==> src/rtl/packet_loader.sv <==
// Ingress packet loader: packs a byte stream big-endian into 32-bit SRAM words
// at BASE_ADDR, then hands the packet to the executor and waits for exec_done_i.
`ifndef ADDR_BUS
`define ADDR_BUS 15:0
`endif
`ifndef DATA_BUS
`define DATA_BUS 31:0
`endif

module packet_loader #(
  parameter int unsigned BASE_ADDR  = 64,
  parameter int unsigned MAX_WORDS  = 512,
  parameter bit          CLEAR_CSUM = 1'b1
) (
  input  logic             clk,
  input  logic             rst,
  input  logic             rx_valid_i,
  input  logic [7:0]       rx_data_i,
  input  logic             rx_last_i,
  output logic             rx_ready_o,
  output logic             sram_ce_o,
  output logic             sram_we_o,
  output logic [`ADDR_BUS] sram_addr_o,
  output logic [3:0]       sram_sel_o,
  output logic [`DATA_BUS] sram_data_o,
  output logic             start_o,
  output logic [`ADDR_BUS] start_addr_o,
  input  logic             exec_done_i,
  output logic [15:0]      pkt_len_o,
  output logic             trunc_err_o
);

  localparam logic [`ADDR_BUS] BASE_C    = BASE_ADDR[`ADDR_BUS];
  localparam logic [`ADDR_BUS] MAX_C     = MAX_WORDS[`ADDR_BUS];
  localparam logic [`ADDR_BUS] ONE_A     = 1;
  localparam logic [15:0]      PKT_MAX_C = 16'(MAX_WORDS * 4);

  typedef enum logic [1:0] {RECV, FLUSH, EXEC, DRAIN} state_t;

  state_t             state, state_nx;
  logic [15:0]        byte_cnt, byte_cnt_nx;
  logic [`ADDR_BUS]   word_idx, word_idx_nx;
  logic [31:0]        word_buf, word_buf_nx;
  logic [31:0]        packed_word;
  logic [3:0]         lane_sel;
  logic [7:0]         byte_val;
  logic [1:0]         lane;
  logic               accept;
  logic               ready_nx, wr_nx, start_nx, trunc_nx;
  logic [`ADDR_BUS]   addr_nx;
  logic [3:0]         sel_nx;
  logic [`DATA_BUS]   data_nx;
  logic [15:0]        pkt_len_nx;

  assign start_addr_o = BASE_C;
  assign accept       = rx_valid_i & rx_ready_o;
  assign lane         = byte_cnt[1:0];

  // Merge the incoming byte into the word being built; lane 0 starts a fresh word.
  always_comb begin
    byte_val = rx_data_i;
    if (CLEAR_CSUM && (byte_cnt == 16'd24 || byte_cnt == 16'd25))
      byte_val = 8'h00;
    packed_word = '0;
    lane_sel    = 4'b0000;
    case (lane)
      2'd0: begin packed_word = {byte_val, 24'h000000};                   lane_sel = 4'b1000; end
      2'd1: begin packed_word = {word_buf[31:24], byte_val, 16'h0000};    lane_sel = 4'b1100; end
      2'd2: begin packed_word = {word_buf[31:16], byte_val, 8'h00};       lane_sel = 4'b1110; end
      default: begin packed_word = {word_buf[31:8], byte_val};            lane_sel = 4'b1111; end
    endcase
  end

  always_comb begin
    state_nx    = state;
    byte_cnt_nx = byte_cnt;
    word_idx_nx = word_idx;
    word_buf_nx = word_buf;
    wr_nx       = 1'b0;
    addr_nx     = sram_addr_o;
    sel_nx      = sram_sel_o;
    data_nx     = sram_data_o;
    pkt_len_nx  = pkt_len_o;
    trunc_nx    = trunc_err_o;
    case (state)
      RECV: begin
        if (accept) begin
          if (word_idx == MAX_C) begin
            // Out of room: nothing more is written for this packet.
            if (rx_last_i) begin
              trunc_nx    = 1'b1;
              pkt_len_nx  = PKT_MAX_C;
              byte_cnt_nx = '0;
              word_idx_nx = '0;
            end else begin
              state_nx = DRAIN;
            end
          end else begin
            word_buf_nx = packed_word;
            byte_cnt_nx = byte_cnt + 16'd1;
            if (lane == 2'd3 || rx_last_i) begin
              wr_nx       = 1'b1;
              addr_nx     = BASE_C + word_idx;
              sel_nx      = lane_sel;
              data_nx     = packed_word;
              word_idx_nx = word_idx + ONE_A;
            end
            if (rx_last_i) begin
              state_nx    = FLUSH;
              pkt_len_nx  = byte_cnt + 16'd1;
              trunc_nx    = 1'b0;
              byte_cnt_nx = '0;
              word_idx_nx = '0;
            end
          end
        end
      end
      FLUSH: state_nx = EXEC;
      EXEC: begin
        if (exec_done_i)
          state_nx = RECV;
      end
      DRAIN: begin
        if (accept && rx_last_i) begin
          state_nx    = RECV;
          trunc_nx    = 1'b1;
          pkt_len_nx  = PKT_MAX_C;
          byte_cnt_nx = '0;
          word_idx_nx = '0;
        end
      end
      default: state_nx = RECV;
    endcase
    ready_nx = (state_nx == RECV) || (state_nx == DRAIN);
    start_nx = (state_nx == EXEC);
  end

  // Handshake outputs are registered from the next state so reset can hold them low.
  always_ff @(posedge clk) begin
    if (rst) begin
      state       <= RECV;
      byte_cnt    <= '0;
      word_idx    <= '0;
      word_buf    <= '0;
      rx_ready_o  <= 1'b0;
      sram_ce_o   <= 1'b0;
      sram_we_o   <= 1'b0;
      sram_addr_o <= '0;
      sram_sel_o  <= '0;
      sram_data_o <= '0;
      start_o     <= 1'b0;
      pkt_len_o   <= '0;
      trunc_err_o <= 1'b0;
    end else begin
      state       <= state_nx;
      byte_cnt    <= byte_cnt_nx;
      word_idx    <= word_idx_nx;
      word_buf    <= word_buf_nx;
      rx_ready_o  <= ready_nx;
      sram_ce_o   <= wr_nx;
      sram_we_o   <= wr_nx;
      sram_addr_o <= addr_nx;
      sram_sel_o  <= sel_nx;
      sram_data_o <= data_nx;
      start_o     <= start_nx;
      pkt_len_o   <= pkt_len_nx;
      trunc_err_o <= trunc_nx;
    end
  end

endmodule

==> config.mk <==
export PLATFORM = sky130hd
export DESIGN_NAME = packet_loader
export DESIGN_NICKNAME = d
export VERILOG_FILES = /design/src/rtl/packet_loader.sv
export SDC_FILE = /design/constraint.sdc
export NUM_CORES = 1
export LEC_CHECK = 0
export CORE_ASPECT_RATIO = 0.9
export CORE_MARGIN = 2
export CORE_UTILIZATION = 45
export DETAILED_ROUTE_END_ITERATION = 6
export GPL_TIMING_DRIVEN = 0
export PLACE_DENSITY = 0.81
export SLEW_MARGIN = 5
export SYNTH_ARGS = -nofsm -noshare
export SYNTH_HDL_FRONTEND = slang
export SYNTH_SLANG_ARGS = --single-unit
export TNS_END_PERCENT = 5
==> constraint.sdc <==
create_clock -name clk -period 3.9 [get_ports clk]
set_input_delay 0.39 -clock clk [delete_from_list [all_inputs] [get_ports clk]]
set_output_delay 0.39 -clock clk [all_outputs]
set_load 0.02 [all_outputs]
# Yosys cells after proc, flatten, opt, wreduce, memory -nomap -nowiden
# Index checks and enable logic that the tools add are counted.
word_totals:
  register_bits: 138
  inputBits: 13
  output_inout_bits: 89
  elab_cells: 83
op_classes:
  add_sub_neg: 3
  n_eq_ne: 16
  n_mux: 34
  bitwise: 4
  n_reduce_logical: 14
ops:
  columns: ["op", "n"]
  rows:
  - ["16-bit two-way mux", 14]
  - ["16-bit case mux with 2 select lines", 3]
  - ["32-bit case mux with 3 select lines", 1]
  - ["16-bit by 1-bit adder with 16-bit output, second input constant", 2]
  - ["16-bit by 5-bit == test with 1-bit output, second input constant", 2]
  - ["7-bit by 16-bit adder with 16-bit output, first input constant", 1]
  - ["16-bit by 10-bit == test with 1-bit output, second input constant", 1]
  - ["2-bit == test, second input constant", 6]
  - ["2-bit two-way mux", 6]
  - ["4-bit AND reduction", 3]
  - ["3-bit case mux with 3 select lines", 1]
  - ["8-bit two-way mux", 1]
  - ["2-bit case mux with 4 select lines", 1]
  - ["2-bit logical NOT", 3]
  - ["1-bit two-way mux", 6]
  - ["2-bit != test, second input constant", 3]
  - ["3-bit != test, second input constant", 2]
  - ["5-bit AND reduction", 1]
  - ["2-bit by 1-bit == test with 1-bit output, second input constant", 2]
  - ["4-bit OR reduction", 1]
  - ["1-bit logical OR", 3]
  - ["1-bit inverter", 3]
  - ["3-bit AND reduction", 1]
  - ["1-bit case mux with 2 select lines", 1]
  - ["other kinds (3)", 3]

# Longest topological paths before layout
depth:
  depth_word: 7
  mapped_depth: 10
  mapped_depth_nobuf: 9

# Least setup slack after synthesis
# OpenSTA, ideal clock, no wires.
synth_timing:
  path_type: "flip-flop to flip-flop"
  startpoint: "register word_idx[6]"
  endpoint: "register rx_ready_o"
  setup_ns: 0.128
  arrival_time_ns: 1.834
  required_time_ns: 3.772
  setup_slack_ns: 1.938
  stages_incl_launch_ff: 10
  n_path_buf: 1
  synth_period_minus_slack_ns: 1.962
  path_cell_list: "dfxtp_1 -> inv_1 -> ha_1 -> nor4bb_1 -> nand4_1 -> clkbuf_1 -> xnor2_1 -> a21oi_1 -> ha_1 -> nor2b_1"
synth_between:
  elab_chain_len: 6
  elab_cells_between_ends: 7
  classes_between: "eq/ne: 2; mux: 3; reduce/logical: 2"
synth_rtl:
  columns: ["element", "line_no", "source"]
  rows:
  - ["start, declared", "42", "logic [`ADDR_BUS] word_idx, word_idx_nx;"]
  - ["start signal, assigned", "157", "word_idx <= word_idx_nx;"]
  - ["16-bit by 10-bit == test with 1-bit output *", "88", "if (word_idx == MAX_C) begin"]
  - ["2-bit two-way mux *", "88", null]
  - ["2-bit two-way mux *", "87", "if (accept) begin"]
  - ["2-bit case mux with 4 select lines *", "85", "case (state)"]
  - ["2-bit == test or 2-bit logical NOT (tied branches)", "134", "ready_nx = (state_nx == RECV) || (state_nx == DRAIN);"]
  - ["1-bit logical OR *", "134", null]
  - ["net ready_nx", "49", "logic ready_nx, wr_nx, start_nx, trunc_nx;"]
  - ["end signal, assigned", "159", "rx_ready_o <= ready_nx;"]
  - ["end, declared", "20", "output logic rx_ready_o,"]
# Mark *: on every way through the listed nets, which the timed path passes. The rest lies on a longest branch.
# A chain may end at the register's enable or synchronous reset.

# Worst setup path after layout
layout_timing:
  startpoint: "register word_idx[6]"
  endpoint: "register pkt_len_o[13]"
layout_between:
  elab_chain_len: 4
layout_rtl:
  columns: ["element", "line_no", "source"]
  rows:
  - ["16-bit by 10-bit == test with 1-bit output", "88", null]
  - ["16-bit two-way mux", "88", null]
  - ["16-bit two-way mux", "87", null]
  - ["16-bit case mux with 2 select lines", "85", null]
  - ["end signal, assigned", "166", "pkt_len_o <= pkt_len_nx;"]
  - ["end, declared", "29", "output logic [15:0] pkt_len_o,"]
# Every way passes these cells. The select of a mux whose other input is x is not followed.

==> impl_metrics.env <==
export IMPL_peakVddDrop_mv=0.3283
export IMPL_drv_cap=0
export IMPL_io_buffers=84
export IMPL_dp_cells=951
export IMPL_drive_gt1_share_pct=7.082
export IMPL_crit_type="flip-flop to flip-flop"
export IMPL_worst_slew_pin_slew_ns=0.8267
export IMPL_insertion_delay_ns=0.43
export IMPL_relSlewSlack_pct=44.89
export IMPL_clock_sinks=130
export IMPL_p_per_area_nw_per_um2=447.6
export IMPL_die_area_um2=13730
export IMPL_dp_slack_ns=1.104
export IMPL_final_cells=983
export IMPL_fin_ws_ns=1.256
export IMPL_place_congestion=0.8967
export IMPL_postCtsSetupBuffers=0
export IMPL_drc=0
export IMPL_critPathLaunch="word_idx[6]"
export IMPL_total_power_mw=3.349
export IMPL_synth_distinct_cells=48
export IMPL_r2r_start="word_idx[6]"
export IMPL_cp_arrival_ns=2.99
export IMPL_die_w_um=123.3
export IMPL_num_rows=39
export IMPL_finalSetupViolations=0
export IMPL_drt_total_wl_um=15940
export IMPL_n_antenna_cell=0
export IMPL_wl_per_cell_um=16.21
export IMPL_cts_root_buf="clkbuf_16"
export IMPL_io_pins=102
export IMPL_max_stage_delay_ns=0.52
export IMPL_grt_ovfl_total=0
export IMPL_critical_path_top_delay_family="simple AND/OR/NAND/NOR gates"
export IMPL_post_route_period_util_pct=67.80
export IMPL_finalWorstPathRequiredPeriod_ns=2.644
export IMPL_holdBufCountCts=0
export IMPL_path_cells="inv_1 > ha_1 > nor4bb_1 > and4_1 > clkbuf_1 > nor3_2 > nand3b_1 > clkbuf_1 > o21ai_0"
export IMPL_maxSlewViolCount=0
export IMPL_postLayoutCoreUtil_pct=59.42
export IMPL_area_delta_synth_final_pct=29.84
export IMPL_grt_pass1_vias=5040
export IMPL_track_usage_pct=23.73
export IMPL_synthCells=689
export IMPL_start_util_pct=45.77
export IMPL_power_leakage_nw=2.613
export IMPL_antenna_found_initial=0
export IMPL_hold_viol_final=0
export IMPL_synth_seq_cells=130
export IMPL_vias=5478
export IMPL_required_ns=4.24
export IMPL_hpwl_um=11050
export IMPL_firstDrtPassIters=7
export IMPL_syn_area_per_cell_um2=8.363
export IMPL_synth_async_sr_flop_share_pct=0
export IMPL_hp_start="pkt_len_o[9]"
export IMPL_numCtsBuffers=17
export IMPL_cts_buffer_depth=2
export IMPL_syn_area_um2=5762
export IMPL_place_area_um2=6860
export IMPL_clkTransAtPathRegs_ns=0.06
export IMPL_startpoint_type="flip-flop"
export IMPL_fin_hold_ws_ns=0.4565
export IMPL_fmax_mhz=378.2
export IMPL_core_area_um2=12590
export IMPL_fin_setup_tns_ns=0
export IMPL_hold_class="flip-flop to flip-flop"
export IMPL_seq_area_frac_synth_pct=45.17
export IMPL_cp_max_fo=10
export IMPL_htree_levels=4
export IMPL_yosys_warnings=0
export IMPL_cts_resized=0
export IMPL_synth_main_ff_cell="dfxtp_1"
export IMPL_mostFrequentLayoutCells="130 x dfxtp_1, 84 x clkdlybuf4s50_1, 81 x nor2_1, 66 x nand2_1, 41 x o21ai_0"
export IMPL_end_kind="flip-flop"
export IMPL_worst_clock_skew_ns=0.007498
export IMPL_die_y_um=111.4
export IMPL_ant_nets=0
export IMPL_rsz0062_at_grt="no"
export IMPL_status="finished clean"
export IMPL_final_common_cell="dfxtp_1"
export IMPL_synth_edff_count=0
export IMPL_cts_tree="built"
export IMPL_via_per_inst=5.573
export IMPL_crit_buf_inv=3
export IMPL_grt_pass1_wl_um=25530
export IMPL_final_nets=829
export IMPL_crit_top_cell="clkbuf_1"
export IMPL_slowest_stage="nor3_2"
export IMPL_grt_max_degree=17
export IMPL_stdcell_area_um2=7481
export IMPL_drt_initial_drc_count=626
==> worst paths after layout <==
check             endpoint  slack (ns)  cells after the start
min           pkt_len_o[9]        0.46                      2
min reg2reg   pkt_len_o[9]        0.46                      2
max reg2reg  pkt_len_o[13]        1.26                      9
max          pkt_len_o[13]        1.26                      9
==> power breakdown <==
group          total, mW  switching [mW]  internal, mW
registers           1.38          0.0197          1.36
logic              0.285           0.179         0.107
clock network       1.68           0.585          1.10
total               3.35           0.784          2.56
==> per-layer routing <==
metal / wire, um / up-vias / global-route usage [%] / share of wire [%]
met3: 1322 / 43 / 7.582 / 8.3
met1: 7016 / 2507 / 31.97 / 44
met4: 380 / 0 / 8.333 / 2.4
met2: 7220 / 273 / 35.75 / 45
met5: 0 / - / 0 / 0
li1: - / 2655 / - / -
==> synthesized netlist by cell type (9+ instances only) <==
library cell	number	area, um^2
a211oi_1	10	75.07
a21oi_1	32	160.2
a221oi_1	24	210.2
and3_1	9	56.30
buf_4	17	127.6
clkbuf_1	37	138.9
dfxtp_1	130	2603
ha_1	10	125.1
inv_1	36	135.1
nand2_1	66	247.7
nand2b_1	13	81.33
nand3_1	19	95.09
nor2_1	81	304.0
nor3_1	38	190.2
o21ai_0	41	205.2
o32ai_1	24	210.2
xnor2_1	17	148.9
xor2_1	9	78.83
==> worst min-delay path, cell delays in order, from the launching register on <==
cell	delay [ns]
dfxtp_1	0.33
nand2_1	0.04
o21ai_0	0.05
==> cell type report <==
type                       instances  area (um^2)
tap                              164        205.2
sequential                       130         2603
clock buffer                      22        464.2
inverter                          36        135.1
timing repair buffer              84        840.8
multi-input combinational        476         2773
fill                            1083         5109
buffer                            61        304.0
clock inverter                    10        156.4
==> flip-flops by register name, summed over array words and instances, names as in the netlist, 2 cells and up <==
name,flops
byte_cnt,16
pkt_len_o,16
sram_addr_o,16
sram_data_o,32
sram_sel_o,4
state,2
word_buf,24
word_idx,16
==> logic make-up (layout without fill, tap and decap cells) <==
| family | after synthesis | after routing | share of synthesized area, % |
|---|---|---|---|
| xor+xnor | 26 | 26 | 3.952 |
| fa+ha+maj | 10 | 10 | 2.172 |
| compound gates | 154 | 154 | 18.28 |
| mux | 2 | 2 | 0.3475 |
| buf+inv | 97 | 213 | 7.622 |
| flops | 130 | 130 | 45.17 |
| other cells | 2 | 16 | 0.1303 |
| simple gates | 268 | 268 | 22.32 |
No activity file was read; power rests on OpenSTA's default activity.
